**config.mk**
```make
export PLATFORM = sky130hd
export DESIGN_NAME = usb_tx_bit_timer_flat
export DESIGN_NICKNAME = d
export VERILOG_FILES = /design/src/rtl/usb_tx_bit_timer_if.sv /design/src/rtl/usb_tx_bit_timer.sv /design/src/flat_wrapper.sv
export SDC_FILE = /design/constraint.sdc
export NUM_CORES = 1
export LEC_CHECK = 0
export ABC_AREA = 1
export CAP_MARGIN = 40
export CORE_UTILIZATION = 58
export CTS_BUF_LIST = sky130_fd_sc_hd__clkbuf_4 sky130_fd_sc_hd__clkbuf_8
export DETAILED_ROUTE_END_ITERATION = 8
export PLACE_DENSITY = 0.86
export SYNTH_ARGS = -nofsm -noshare
export SYNTH_HDL_FRONTEND = slang
export SYNTH_SLANG_ARGS = --single-unit
```
**constraint.sdc**
```tcl
create_clock -name clk -period 2.5 [get_ports clk]
set_input_delay 0.25 -clock clk [delete_from_list [all_inputs] [get_ports clk]]
set_output_delay 0.25 -clock clk [all_outputs]
set_load 0.01 [all_outputs]
```
**src/rtl/usb_tx_bit_timer_if.sv**
```systemverilog
`default_nettype none
// ============================================================================
// usb_tx_bit_timer_if : handshake bundle between TX control FSM and bit timer
// Revision: 1.0
// ============================================================================
interface usb_tx_bit_timer_if #(
  parameter int BITS_PER_BYTE = 8,
  parameter int BYTE_CNT_W    = 7
);
  localparam int BIT_IDX_W = $clog2(BITS_PER_BYTE);

  logic                  transmitting;
  logic [BYTE_CNT_W-1:0] byte_count;
  logic                  transmit_empty;
  logic                  stuff_req;
  logic                  tx_shift;
  logic                  stuff_bit;
  logic                  byte_sent;
  logic                  data_sent;
  logic                  busy;
  logic [BIT_IDX_W-1:0]  bit_index;

  modport master (
    output transmitting, byte_count, transmit_empty, stuff_req,
    input  tx_shift, stuff_bit, byte_sent, data_sent, busy, bit_index
  );

  modport slave (
    input  transmitting, byte_count, transmit_empty, stuff_req,
    output tx_shift, stuff_bit, byte_sent, data_sent, busy, bit_index
  );
endinterface
`default_nettype wire

```
**src/rtl/usb_tx_bit_timer.sv**
```systemverilog
`default_nettype none
// ============================================================================
// usb_tx_bit_timer : USB TX bit-period timer (shift, stuff, byte/packet ends)
// Revision: 1.0
// ============================================================================
module usb_tx_bit_timer #(
  parameter int CLKS_PER_BIT  = 8,
  parameter int BITS_PER_BYTE = 8,
  parameter int BYTE_CNT_W    = 7
) (
  input  logic               clk,
  input  logic               rst,
  usb_tx_bit_timer_if.slave  bus
);
  localparam int c_clk_w = $clog2(CLKS_PER_BIT);
  localparam int c_bit_w = $clog2(BITS_PER_BYTE);
  localparam logic [c_clk_w-1:0]    c_clk_last = c_clk_w'(CLKS_PER_BIT - 1);
  localparam logic [c_clk_w-1:0]    c_clk_one  = c_clk_w'(1);
  localparam logic [c_bit_w-1:0]    c_bit_last = c_bit_w'(BITS_PER_BYTE - 1);
  localparam logic [c_bit_w-1:0]    c_bit_one  = c_bit_w'(1);
  localparam logic [BYTE_CNT_W-1:0] c_rem_one  = BYTE_CNT_W'(1);

  typedef enum logic [1:0] {
    ST_IDLE = 2'd0,
    ST_RUN  = 2'd1,
    ST_ZERO = 2'd2
  } state_t;

  state_t                state_q, state_d;
  logic [c_clk_w-1:0]    clk_cnt_q, clk_cnt_d;
  logic [c_bit_w-1:0]    bit_cnt_q, bit_cnt_d;
  logic [BYTE_CNT_W-1:0] remaining_q, remaining_d;
  logic                  end_req_q, end_req_d;

  logic w_boundary;
  logic w_last_bit;
  logic w_tx_shift;
  logic w_stuff_bit;
  logic w_byte_sent;
  logic w_data_sent;

  assign w_boundary = (clk_cnt_q == c_clk_last);
  assign w_last_bit = (bit_cnt_q == c_bit_last);

  always_comb begin
    state_d     = state_q;
    clk_cnt_d   = clk_cnt_q;
    bit_cnt_d   = bit_cnt_q;
    remaining_d = remaining_q;
    end_req_d   = end_req_q;
    w_tx_shift  = 1'b0;
    w_stuff_bit = 1'b0;
    w_byte_sent = 1'b0;
    w_data_sent = 1'b0;

    unique case (state_q)
      ST_IDLE: begin
        if (bus.transmitting) begin
          clk_cnt_d = '0;
          bit_cnt_d = '0;
          end_req_d = 1'b0;
          if (bus.byte_count != '0) begin
            state_d     = ST_RUN;
            remaining_d = bus.byte_count;
          end else begin
            state_d = ST_ZERO;
          end
        end
      end

      ST_ZERO: begin
        w_data_sent = 1'b1;
        state_d     = ST_IDLE;
      end

      ST_RUN: begin
        // Loss of transmitting overrides anything the boundary would do.
        if (!bus.transmitting) begin
          state_d     = ST_IDLE;
          clk_cnt_d   = '0;
          bit_cnt_d   = '0;
          remaining_d = '0;
          end_req_d   = 1'b0;
        end else begin
          if (bus.transmit_empty) begin
            end_req_d = 1'b1;
          end
          if (w_boundary) begin
            clk_cnt_d = '0;
            if (bus.stuff_req) begin
              w_stuff_bit = 1'b1;
            end else begin
              w_tx_shift = 1'b1;
              if (w_last_bit) begin
                bit_cnt_d   = '0;
                w_byte_sent = 1'b1;
                if (remaining_q != '0) begin
                  remaining_d = remaining_q - c_rem_one;
                end
                // A transmit_empty arriving on this very boundary also ends here.
                if ((remaining_q == c_rem_one) || end_req_q || bus.transmit_empty) begin
                  w_data_sent = 1'b1;
                  state_d     = ST_IDLE;
                  end_req_d   = 1'b0;
                  remaining_d = '0;
                end
              end else begin
                bit_cnt_d = bit_cnt_q + c_bit_one;
              end
            end
          end else begin
            clk_cnt_d = clk_cnt_q + c_clk_one;
          end
        end
      end

      default: begin
        state_d = ST_IDLE;
      end
    endcase
  end

  always_ff @(posedge clk) begin
    if (rst) begin
      state_q     <= ST_IDLE;
      clk_cnt_q   <= '0;
      bit_cnt_q   <= '0;
      remaining_q <= '0;
      end_req_q   <= 1'b0;
    end else begin
      state_q     <= state_d;
      clk_cnt_q   <= clk_cnt_d;
      bit_cnt_q   <= bit_cnt_d;
      remaining_q <= remaining_d;
      end_req_q   <= end_req_d;
    end
  end

  // Pulses are suppressed in a reset cycle so a mid-packet reset is silent.
  assign bus.tx_shift  = w_tx_shift  & ~rst;
  assign bus.stuff_bit = w_stuff_bit & ~rst;
  assign bus.byte_sent = w_byte_sent & ~rst;
  assign bus.data_sent = w_data_sent & ~rst;
  assign bus.busy      = (state_q == ST_RUN);
  assign bus.bit_index = bit_cnt_q;
endmodule
`default_nettype wire

```
**src/flat_wrapper.sv**
```systemverilog
// flat-port wrapper written by rule: the top's interface ports become plain ports
module usb_tx_bit_timer_flat 
#(
  parameter int CLKS_PER_BIT  = 8,
  parameter int BITS_PER_BYTE = 8,
  parameter int BYTE_CNT_W    = 7
)
  (clk, rst, bus_transmitting, bus_byte_count, bus_transmit_empty, bus_stuff_req, bus_tx_shift, bus_stuff_bit, bus_byte_sent, bus_data_sent, bus_busy, bus_bit_index);
  usb_tx_bit_timer_if #(.BITS_PER_BYTE(BITS_PER_BYTE), .BYTE_CNT_W(BYTE_CNT_W)) bus_i ();
  input  logic clk;
  input  logic rst;
  input wire logic [$bits(bus_i.transmitting)-1:0] bus_transmitting;
  input wire logic [$bits(bus_i.byte_count)-1:0] bus_byte_count;
  input wire logic [$bits(bus_i.transmit_empty)-1:0] bus_transmit_empty;
  input wire logic [$bits(bus_i.stuff_req)-1:0] bus_stuff_req;
  output wire logic [$bits(bus_i.tx_shift)-1:0] bus_tx_shift;
  output wire logic [$bits(bus_i.stuff_bit)-1:0] bus_stuff_bit;
  output wire logic [$bits(bus_i.byte_sent)-1:0] bus_byte_sent;
  output wire logic [$bits(bus_i.data_sent)-1:0] bus_data_sent;
  output wire logic [$bits(bus_i.busy)-1:0] bus_busy;
  output wire logic [$bits(bus_i.bit_index)-1:0] bus_bit_index;
  assign bus_i.transmitting = bus_transmitting;
  assign bus_i.byte_count = bus_byte_count;
  assign bus_i.transmit_empty = bus_transmit_empty;
  assign bus_i.stuff_req = bus_stuff_req;
  assign bus_tx_shift = bus_i.tx_shift;
  assign bus_stuff_bit = bus_i.stuff_bit;
  assign bus_byte_sent = bus_i.byte_sent;
  assign bus_data_sent = bus_i.data_sent;
  assign bus_busy = bus_i.busy;
  assign bus_bit_index = bus_i.bit_index;
  usb_tx_bit_timer #(.CLKS_PER_BIT(CLKS_PER_BIT), .BITS_PER_BYTE(BITS_PER_BYTE), .BYTE_CNT_W(BYTE_CNT_W)) u_core (.clk(clk), .rst(rst), .bus(bus_i));
endmodule
```
==> flow_summary_export.csv <==
group,metric,value,unit
status,outcome,"complete, no violations",
drt,viasPerCell,5.21,
critical_path,crit_chain,"ha_1 > ha_1 > inv_1 > nor2_1 > nand2_1 > nor3_1 > clkdlybuf4s50_1",
yosys,synth_seq_cells,16,
sta,worst_pin_slew,0.268,ns
drt,vias,1213,
sta,worst_slack,0.268,ns
pwr,power_leakage,0.706,nW
yosys,ys_top_cells_by_area,"dfxtp_1 (28%), nand2_1 (19%), ha_1 (11%)",
hold_path,hold_path.class,"reg -> reg",
hold_path,whs_endpoint,"u_core.clk_cnt_q[2]",
critical_path,rr_worst_depth,11,
flow_run,max_cap_viol_count,0,
sta,rsz0062_at_grt,"false",
placement,gp_congestion,0.840,
yosys,synth_top_area_share,0.278,
critical_path,required,2.25,ns
yosys,synth.distinct_cells,26,
sta,setup_tns,0,ns
critical_path,crit_type,"reg -> out",
critical_path,crit_top_cell,"ha_1",
grt,grt_pass1_wl,4270,um
die,io-pin-count,20,
die,start_util,0.639,
grt,grt_max_degree,16,
grt,grt_overflow,0,
placement,port_buffers,19,
cells_and_area,drive_above_1_share,0.0721,
clock_tree,cts_sinks,16,
die,row_count,15,
cells_and_area,design_area,1410,um^2
critical_path,cp_max_fo,6,
hold_path,min_delay_path_depth,2,
clock_tree,cts_tree,"built",
yosys,synth_common_cells,"nand2_1 (59), nor2_1 (33), inv_1 (18)",
sta,min_period,2.23,ns
yosys,synth_top_area_cell,"dfxtp_1",
critical_path,reg2reg_to,"u_core.remaining_q[4]",
yosys,yosysMostFrequentCell,"nand2_1",
die,dieArea,2170,um^2
clock_tree,h-tree-depth,1,
die,die_h,46.6,um
critical_path,path_delay_family,"buffers and inverters",
sta,fin_crit_sh,0.893,
grt,grt_antenna_before_repair,0,
drt,totalWireLength,2570,um
yosys,avgSynthCellArea,6.22,um^2
yosys,synthFlopType,"dfxtp_1",
die,die_w,46.6,um
drt,drtPass1Iterations,4,
critical_path,start_kind,"register",
yosys,synth_warnings,0,
clock_tree,path_clk_slew,0.09,ns
sta,hold_violations,0,
placement,place_area,1380,um^2
sta,slew_headroom,0.821,
clock_tree,post_cts_resized,0,
clock_tree,cts_buffer_depth,2,
yosys,synth_area,1150,um^2
critical_path,cp.arrival,1.98,ns
clock_tree,root_buffer,"clkbuf_4",
cells_and_area,area_growth,22.3,%
pwr,p_per_area,918,nW/um^2
critical_path,end_kind,"output port",
drt,drt_first_iter_violations,22,
grt,track_usage,0.280,
drt,wl_per_cell,11.0,um
yosys,seq_area_frac_synth,0.278,
clock_tree,clkLatencyLatePin,0.29,ns
placement,dp_slack,0.336,ns
sta,finalSetupViolCount,0,
clock_tree,post_cts_buffers,0,
yosys,synthCells,185,
cells_and_area,nFillCells,152,
yosys,synth_fp_nets,207,
critical_path,reg2reg_from,"u_core.state_q[1]",
sta,fin_worst_skew,0.00447,ns
pwr,vdd_drop_max,0.666,mV
critical_path,rrSetupSlack,0.64,ns
grt,grt_pass1_vias,1078,
die,coreArea,1800,um^2
drt,antenna_left,0,
sta,fmax,0.448,GHz
critical_path,cp_slowest_stage_delay,0.59,ns
cells_and_area,antenna_cells,0,
yosys,synth_edf_count,0,
placement,hpwl,1960,um
yosys,async_reset_ff_frac,0,
critical_path,cpMaxStageDelayCell,"clkdlybuf4s50_1",
sta,maxSlewViolCount,0,
critical_path,cp_num_buf_inv,2,
cells_and_area,finalNetCount,232,
cells_and_area,post-route-util,0.781,
hold_path,hp-start,"u_core.clk_cnt_q[2]",
clock_tree,ctsHoldBuffers,0,
drt,drc,0,
clock_tree,cts_buffers,3,
==> power breakdown <==
group | internal [W] | switching [W] | total [W]
Clock | 0.0000560 | 0.0000849 | 0.000141
Combinational | 0.000289 | 0.000479 | 0.000768
Sequential | 0.000324 | 0.0000595 | 0.000384
Total | 0.000669 | 0.000624 | 0.00129
==> worst min-delay path, cell delays in order, from the launching register on <==
cell and delay (ns):
dfxtp_1 0.33, nand2_1 0.06, a21oi_1 0.05
==> logic make-up (layout without fill, tap and decap cells) <==
kind of cell | Yosys count | count (layout) | share of synthesized area
xor+xnor | 1 | 1 | 0.00761
compound gates | 12 | 12 | 0.0609
fa+ha+maj | 10 | 10 | 0.109
simple gates | 123 | 123 | 0.462
flops | 16 | 16 | 0.278
buf+inv | 23 | 46 | 0.0826
==> layout make-up <==
type | count | area, um^2 | share of cell area
clock buffer | 3 | 22.5 | 0.0160
multi-input combinational | 146 | 736 | 0.523
tap | 25 | 31.3 | 0.0222
sequential | 16 | 320 | 0.228
timing repair buffer | 23 | 223 | 0.158
inverter | 20 | 75.1 | 0.0533
==> metrics by stage <==
| step | total power, W | hold slack [ns] | std cells |
|---|---|---|---|
| 2_1_floorplan | 0.000982 | 0.440 | 185 |
| 3_3_place_gp | 0.00112 | 0.454 | 230 |
| 3_5_place_dp | 0.00114 | 0.470 | 230 |
| 4_1_cts | 0.00129 | 0.483 | 233 |
| 5_1_grt | 0.00145 | 0.500 | 233 |
| 6_report | 0.00129 | 0.482 | 233 |
==> per-layer routing <==
metal | wire length (um) | up-vias | GRT usage
met2 | 1160 | 41 | 0.436
met3 | 134 | 7 | 0.0549
li1 | - | 629 | -
met5 | 0 | - | 0
met4 | 50 | 0 | 0.135
met1 | 1220 | 536 | 0.363
==> placed cells by master, fill, tap and decap left out <==
cell,n
clkinv_1,1
inv_1,18
nand4_1,2
nor2_1,33
nand3_1,15
nor3_1,4
nand3b_1,2
o21ai_2,1
dlymetal6s2s_1,1
ha_1,10
nor4_1,1
o21ai_0,2
a21oi_1,7
nand3_2,1
or2_1,1
a21boi_0,1
clkdlybuf4s50_1,18
nor2_4,2
inv_2,1
clkbuf_4,3
xor2_1,1
nand2_2,2
nor2_2,1
a311oi_1,1
buf_4,4
nand2_1,59
dfxtp_1,16
==> flip-flops by register name, summed over array words and instances (netlist names) <==
register	cells
u_core.clk_cnt_q	3
u_core.state_q	2
u_core.end_req_q	1
u_core.remaining_q	7
u_core.bus.bit_index	3
==> worst max path at each step <==
| stage | end | slack, ns | startpoint | cells after the start |
|---|---|---|---|---|
| after floorplan | bus_data_sent | 0.72 | u_core.clk_cnt_q[0] | 8 |
| after global placement | bus_data_sent | 0.35 | bus_stuff_req | 7 |
| after detailed placement | bus_data_sent | 0.34 | bus_stuff_req | 7 |
| after CTS | bus_data_sent | 0.02 | u_core.clk_cnt_q[0] | 9 |
| after global routing | bus_byte_sent | 0.13 | u_core.clk_cnt_q[0] | 7 |
| final | bus_byte_sent | 0.27 | u_core.clk_cnt_q[0] | 7 |
Power figures use the tool's default switching activity.
